[src/rtl/pipe_adder.sv]
// rtl/pipe_adder.sv - pipelined chunked adder with valid/ready handshake
//
// Splits a WIDTH-bit a + b + cin into STAGES chunks of CHUNK = WIDTH/STAGES
// bits. Each stage adds one chunk and registers its carry for the next stage.
// Operand bits still to be added and finished sum chunks travel alongside.
//
// Optional feature macro: PIPE_ADDER_OVF_EN
//   defined   : ovf reports signed overflow, registered with the last stage
//   undefined : ovf is tied to 0
//
// Ports:
//   clk       rising-edge clock
//   reset     synchronous, active-high reset
//   in_valid  operands a, b, cin are valid
//   in_ready  pipe can accept operands (combinational)
//   a, b      WIDTH-bit addends
//   cin       carry into bit 0
//   out_valid sum, cout, ovf are valid
//   out_ready downstream accepts the result
//   sum       (a + b + cin) mod 2^WIDTH
//   cout      carry out of bit WIDTH-1
//   ovf       signed overflow
module pipe_adder #(
  parameter int WIDTH  = 8,
  parameter int STAGES = 2
) (
  input  logic             clk,
  input  logic             reset,
  input  logic             in_valid,
  output logic             in_ready,
  input  logic [WIDTH-1:0] a,
  input  logic [WIDTH-1:0] b,
  input  logic             cin,
  output logic             out_valid,
  input  logic             out_ready,
  output logic [WIDTH-1:0] sum,
  output logic             cout,
  output logic             ovf
);

  localparam int CHUNK = WIDTH / STAGES;

  // Stage registers: entry k holds the state after chunk k has been added.
  logic             valid_q [STAGES];
  logic             carry_q [STAGES];
  logic [WIDTH-1:0] a_q     [STAGES];
  logic [WIDTH-1:0] b_q     [STAGES];
  logic [WIDTH-1:0] sum_q   [STAGES];

  logic             valid_d [STAGES];
  logic             carry_d [STAGES];
  logic [WIDTH-1:0] a_d     [STAGES];
  logic [WIDTH-1:0] b_d     [STAGES];
  logic [WIDTH-1:0] sum_d   [STAGES];

  logic             src_valid;
  logic             src_carry;
  logic [WIDTH-1:0] src_a;
  logic [WIDTH-1:0] src_b;
  logic [WIDTH-1:0] src_sum;
  logic [CHUNK:0]   part;
  logic             adv;

  // The whole pipe moves together; only a stalled valid result freezes it,
  // so empty stages (bubbles) never block anything behind them.
  assign adv      = !valid_q[STAGES-1] || out_ready;
  assign in_ready = adv;

  always_comb begin
    src_valid = 1'b0;
    src_carry = 1'b0;
    src_a     = '0;
    src_b     = '0;
    src_sum   = '0;
    part      = '0;
    for (int k = 0; k < STAGES; k++) begin
      if (k == 0) begin
        src_valid = in_valid;
        src_carry = cin;
        src_a     = a;
        src_b     = b;
        src_sum   = '0;
      end else begin
        src_valid = valid_q[k-1];
        src_carry = carry_q[k-1];
        src_a     = a_q[k-1];
        src_b     = b_q[k-1];
        src_sum   = sum_q[k-1];
      end
      // One chunk of ripple addition; the extra top bit is the chunk carry.
      part = {1'b0, src_a[k*CHUNK +: CHUNK]}
           + {1'b0, src_b[k*CHUNK +: CHUNK]}
           + {{CHUNK{1'b0}}, src_carry};
      valid_d[k]                    = src_valid;
      carry_d[k]                    = part[CHUNK];
      a_d[k]                        = src_a;
      b_d[k]                        = src_b;
      sum_d[k]                      = src_sum;
      sum_d[k][k*CHUNK +: CHUNK]    = part[CHUNK-1:0];
    end
  end

  always_ff @(posedge clk) begin
    if (reset) begin
      for (int k = 0; k < STAGES; k++) begin
        valid_q[k] <= 1'b0;
        carry_q[k] <= 1'b0;
        a_q[k]     <= '0;
        b_q[k]     <= '0;
        sum_q[k]   <= '0;
      end
    end else if (adv) begin
      for (int k = 0; k < STAGES; k++) begin
        valid_q[k] <= valid_d[k];
        carry_q[k] <= carry_d[k];
        a_q[k]     <= a_d[k];
        b_q[k]     <= b_d[k];
        sum_q[k]   <= sum_d[k];
      end
    end
  end

  assign out_valid = valid_q[STAGES-1];
  assign sum       = sum_q[STAGES-1];
  assign cout      = carry_q[STAGES-1];

`ifdef PIPE_ADDER_OVF_EN
  // Sign bits entering the last stage are the original operand MSBs; the
  // result MSB is produced in that same stage, so the flag lines up with sum.
  logic ovf_q;

  always_ff @(posedge clk) begin
    if (reset) begin
      ovf_q <= 1'b0;
    end else if (adv) begin
      ovf_q <= (a_d[STAGES-1][WIDTH-1] == b_d[STAGES-1][WIDTH-1])
             && (sum_d[STAGES-1][WIDTH-1] != a_d[STAGES-1][WIDTH-1]);
    end
  end

  assign ovf = ovf_q;
`else
  assign ovf = 1'b0;
`endif

endmodule

[config.mk]
export PLATFORM = sky130hd
export DESIGN_NAME = pipe_adder
export DESIGN_NICKNAME = d
export VERILOG_FILES = /design/src/rtl/pipe_adder.sv
export SDC_FILE = /design/constraint.sdc
export NUM_CORES = 1
export LEC_CHECK = 0
export ABC_AREA = 1
export CAP_MARGIN = 20
export CORE_MARGIN = 4
export CORE_UTILIZATION = 47
export DETAILED_ROUTE_END_ITERATION = 10
export PLACE_DENSITY_LB_ADDON = 0.3
export SLEW_MARGIN = 20
export SYNTH_ARGS = -nofsm -noshare
export SYNTH_HDL_FRONTEND = slang
export SYNTH_SLANG_ARGS = --single-unit
[constraint.sdc]
create_clock -name clk -period 1.8 [get_ports clk]
set_clock_uncertainty 0.1 [all_clocks]
set_input_delay 0.18 -clock clk [delete_from_list [all_inputs] [get_ports clk]]
set_output_delay 0.18 -clock clk [all_outputs]
set_load 0.05 [all_outputs]
==> results.ini, run 1 <==
[run_status]
status=finished clean

[sta]
min_period_over_period_pct=96.7
hold_viol=0
fin_crit_ns=1.74
setup_viol=0
final_max_slew_viol_count=0
tightestPinTransition_ns=0.501
slew_headroom_pct=66.5
max_freq_mhz=575
rsz0062_at_grt=no

[synth]
yosysSeqAreaShare_pct=58.4
ys_ff_latch=24
synthTopCellsByArea=edfxtp_1 58%, inv_1 8.5%, nor2_1 6.7%
syn_area_per_cell_um2=10.9
ys_warn_count=0
synth_top_cell_area_share_pct=58.4
synth_area_um2=1230
syn_inst=113
synth_cell_type_count=17
synth_top_cell_by_area=edfxtp_1
syn_nets=144

[critical_path]
cp-start-kind=register
cp.required_ns=1.52
worst-endpoint-arrival_ns=1.46
critical_path_class=reg2out
crit_family=buffers and inverters
crit_buf_inv=1
end_kind=output port
path_cells=clkdlybuf4s50_1
crit_fanout=1
cpPeakStageDelay_ns=0.80
slowest_stage=clkdlybuf4s50_1

[clock_network]
hold_buffers=0
cts_tree=built
cts-buffers-inserted=3
ctsRootBufferMaster=clkbuf_4
clkSinkCount=24
clk_pin_slew_ns=0.12
clk_latency_ns=0.30
clockBufferDepth=2
post-cts-setup-buffers=0
htreeDepth=1
cts_resized=0

[grt]
grt.overflow.total=0
grt_max_degree=25
antenna_found_initial=0
grt_util_met2_pct=23.2
gr-usage-met1_pct=12.2
use_met3_pct=2.61
grt_pass1_vias=776
top_usage_layer=met2
grt_pass1_wl_um=3160
grtUsageTotal_pct=12.3

[cells_and_area]
final_area_um2=1640
layout_common_cells=29 x clkdlybuf4s50_1, 28 x inv_1, 24 x edfxtp_1
layout_commonest_cell=clkdlybuf4s50_1
finish.net_count=182
drive_above_1_share_pct=11.4
fillers=196
antenna_cells=0
syn_to_final_growth_pct=32.6

[routing]
drc=0
firstDrtPassIters=4
ant_nets=0
dr.first_iter.drc_count=9
detail_route.wl_per_cell_um=10.9
wirelength_um=1950
routed-via-count=822
avgViaCountPerCell=4.59

[power]
total_power_w=0.00126
p_leak_nw=0.749
ir_worst_vdd_v=0.000549
power_density_nw_per_um2=766

[die]
core_um2=2500
die_area_um2=3510
dieWidth_um=59.3
io_pins=33
die_y_um=59.3
initial_core_util_pct=49.4
std_cell_rows=18

[placed_design]
numPortBuffers=31
dpl_cell_area_um2=1620
dpl.hpwl_um=1550
place_congestion=0.721

[worst_hold_path]
hold_class=in2reg

[job]
max-cap-violations=0

## path summary, 6_finish.rpt
| path | slack, ns | depth (start not counted) | end | startpoint |
|---|---|---|---|---|
| max | 0.06 | 1 | sum[2] | sum_q[0][10] |
| min | 0.40 | 3 | valid_q[0][0] | in_valid |
| max reg2reg | 0.13 | 4 | sum_q[0][13] | carry_q[0][0] |
| min reg2reg | 0.46 | 2 | sum_q[0][8] | sum_q[0][0] |
## area by class of cell
type,count,area [um2],area share (%)
clock buffers,3,22.5,1.38
repair buffers,36,368,22.5
multi-input cells,58,384,23.5
flip-flops and latches,24,721,44.0
inverters,28,105,6.42
well taps,30,37.5,2.29
## metal layers
layer,vias to the layer above,part of all wire (%)
li1,427,-
met1,375,40
met2,18,54
met3,2,5.3
met4,0,1.1
met5,-,0
## kinds of logic after synthesis
group,count (synthesis),share of synthesized area (%)
compound gates,8,3.85
fa+ha+maj,10,12.6
buf+inv,31,10.9
flops,24,58.4
other cells,1,0.304
simple gates,39,14.0
## power breakdown
part           internal (W)  switching (W)  total (W)
logic              0.000141       0.000195   0.000336
registers          0.000676      0.0000178   0.000694
clock network     0.0000779       0.000147   0.000225
## per-stage QoR
| step | TNS (ns) | setup slack, ns | hold slack (ns) | util [%] | instances |
|---|---|---|---|---|---|
| 6_report | 0 | 0.0599 | 0.401 | 65.5 | 179 |
| 5_1_grt | 0 | 0.00904 | 0.377 | 65.5 | 179 |
| 4_1_cts | 0 | 0.0456 | 0.391 | 65.5 | 179 |
| 3_5_place_dp | -0.381 | -0.186 | 0.434 | 64.6 | 176 |
| 3_3_place_gp | -0.260 | -0.147 | 0.427 | 64.6 | 176 |
| 2_1_floorplan | 0 | 0.102 | 0.288 | - | 113 |
## synth_stat cells, drive strengths merged
cell	count
or2	2
ha	6
nor2	22
nand2	8
a21oi	8
nor3b	1
inv	28
conb	1
nand3	6
edfxtp	24
fa	4
buf	3
## sequential cells by signal (all words and copies together), names as in the netlist
signal,count
a_q,4
b_q,4
carry_q,2
sum_q,12
valid_q,2
No activity file was read; power rests on OpenSTA's default activity.
==> run 2: changes to the inputs <==
--- a/config.mk
+++ b/config.mk
@@ -10,6 +10,7 @@
 export CORE_MARGIN = 4
 export CORE_UTILIZATION = 47
 export DETAILED_ROUTE_END_ITERATION = 10
+export GPL_ROUTABILITY_DRIVEN = 0
 export PLACE_DENSITY_LB_ADDON = 0.3
 export SLEW_MARGIN = 20
 export SYNTH_ARGS = -nofsm -noshare
==> results of run 2 <==
Final layout, timing and power as in run 1 (identical DEF).
==> run 3: changes to the inputs <==
--- a/config.mk
+++ b/config.mk
@@ -8,7 +8,7 @@
 export ABC_AREA = 1
 export CAP_MARGIN = 20
 export CORE_MARGIN = 4
-export CORE_UTILIZATION = 47
+export CORE_UTILIZATION = 30
 export DETAILED_ROUTE_END_ITERATION = 10
 export GPL_ROUTABILITY_DRIVEN = 0
 export PLACE_DENSITY_LB_ADDON = 0.3
==> run 3 against run 2 <==
Effect of this change:
- worst hold slack better by 0.052 ns
- critical path type is now in2reg
- critical path depth increased by 5
- highest routed layer unchanged
- wire length is 0.87% lower
- combinational power barely moved
- non-clock buffer count down 1
- largest cell class unchanged
- worst setup slack improved by 0.014 ns
- cell count is 11% higher
==> results.ini, run 3 (same netlist as run 1, synthesis figures left out) <==
[run_status]
status=finished clean

[die]
die_area_um2=5210
die_y_um=72.2
std_cell_rows=23
initial_core_util_pct=30.9
io_pins=33
dieWidth_um=72.2
core_um2=4000

[sta]
fin_ws_ns=0.0738
slew_headroom_pct=66.4
tightestPinTransition_ns=0.503
min_period_over_period_pct=95.9
rsz0062_at_grt=no
final_max_slew_viol_count=0
max_freq_mhz=579
fin_crit_ns=1.73
setup_viol=0
hold_viol=0

[grt]
grtUsageTotal_pct=7.90
grt_pass1_wl_um=3210
grt_util_met2_pct=14.9
grt.overflow.total=0
top_usage_layer=met2
gr-usage-met1_pct=8.51
grt_pass1_vias=787
antenna_found_initial=0
grt_max_degree=25
use_met3_pct=2.08

[power]
p_seq_share_pct=52.5
p_sw_w=0.000361
p_leak_nw=0.751
power.share.switching_pct=27.3
power_density_nw_per_um2=791
p_int_w=0.000964
ir_worst_vdd_v=0.000263
clockPowerShare_pct=22.4
combPwrFrac_pct=25.1

[routing]
ant_nets=0
routed-via-count=826
drc=0
dr.first_iter.drc_count=36
firstDrtPassIters=4
avgViaCountPerCell=4.17
detail_route.wl_per_cell_um=9.74
wirelength_um=1930

[critical_path]
slowest_stage=clkdlybuf4s50_1
crit_fanout=3
crit_family=adder cells
path_cells=clkdlybuf4s50_1 > fa_1 > inv_1 > fa_1 > or2_2 > a21oi_2
crit_buf_inv=2
end_kind=register
worst-endpoint-arrival_ns=1.75
cp-start-kind=primary input
cp.required_ns=1.82
critical_path_class=in2reg
cpPeakStageDelay_ns=0.49
cp_common_cell=fa_1

[clock_network]
clk_latency_ns=0.25
cts_tree=built
cts-buffers-inserted=3
clockBufferDepth=2
ctsRootBufferMaster=clkbuf_8
clkSinkCount=24
clk_pin_slew_ns=0.08
htreeDepth=1

[worst_hold_path]
hold_class=reg2reg

[cells_and_area]
drive_above_1_share_pct=11.5
final_cells=198
largestRegisters=sum_q: 12 flops, a_q: 4 flops, b_q: 4 flops
syn_to_final_growth_pct=35.8
finish.net_count=181
final_area_um2=1680
layout_commonest_cell=clkdlybuf4s50_1
largest_register_ffs=12
layout_common_cells=29 x clkdlybuf4s50_1, 28 x inv_1, 24 x edfxtp_1
antenna_cells=0
top_register=sum_q

[placed_design]
dpl_cell_area_um2=1630
dp_slack_ns=-0.201
dpl.hpwl_um=1560
place_inst=195
numPortBuffers=31

[job]
max-cap-violations=0

run 3: cell types whose count changed in the layout (fill, tap and decap cells not counted):
cell	change
clkbuf_8	+3
fa_2	+1
buf_4	-1
clkbuf_4	-3
fa_1	-1
run 3: power groups by stage:
| stage | registers (W) | logic, W | clock network (W) |
|---|---|---|---|
| after global routing | 0.000701 | 0.000366 | 0.000332 |
| after CTS | 0.000696 | 0.000338 | 0.000309 |
| after detailed placement | 0.000708 | 0.000337 | 0 |
| after global placement | 0.000707 | 0.000332 | 0 |
| after floorplan | 0.000796 | 0.000127 | 0 |
| final | 0.000696 | 0.000333 | 0.000297 |
run 3: per-stage QoR:
| stage | util [%] | power (W) | hold WS (ns) | setup TNS [ns] |
|---|---|---|---|---|
| after floorplan | - | 0.000923 | 0.288 | 0 |
| after global placement | 40.8 | 0.00104 | 0.426 | -0.290 |
| after detailed placement | 40.8 | 0.00105 | 0.436 | -0.369 |
| after CTS | 41.9 | 0.00134 | 0.456 | 0 |
| after global routing | 41.9 | 0.00140 | 0.460 | 0 |
| final | 41.9 | 0.00133 | 0.453 | 0 |
run 3: cell type report:
| type | instances | area, um2 |
|---|---|---|
| Tap cell | 50 | 62.6 |
| Fill cell | 387 | 2320 |
| Inverter | 28 | 105 |
| Clock buffer | 3 | 41.3 |
| Multi-Input combinational cell | 58 | 387 |
| Sequential cell | 24 | 721 |
| Timing Repair Buffer | 35 | 360 |
run 3: repair_timing:
action,in CTS,in global routing
hold buffers,0,0
setup endpoints to repair,0,1
resized for setup,0,1
setup buffers,0,0
run 3: worst paths after layout:
path,slack [ns],startpoint,end,depth (start not counted)
max,0.07,b[0],sum_q[0][2],6
min,0.45,sum_q[0][0],sum_q[0][8],2
max reg2reg,0.14,carry_q[0][0],sum_q[0][13],4
min reg2reg,0.45,sum_q[0][0],sum_q[0][8],2
run 3: layer usage:
layer  part of all wire (%)  vias up
li1                       -      423
met1                     41      384
met2                     53       17
met3                    5.0        2
met4                   0.52        0
met5                      0        -
run 3: worst reg2reg max path: stages, from the launching register on:
cell	delay [ns]
edfxtp_1	0.42
fa_2	0.40
inv_1	0.08
fa_1	0.40
nor2_1	0.11
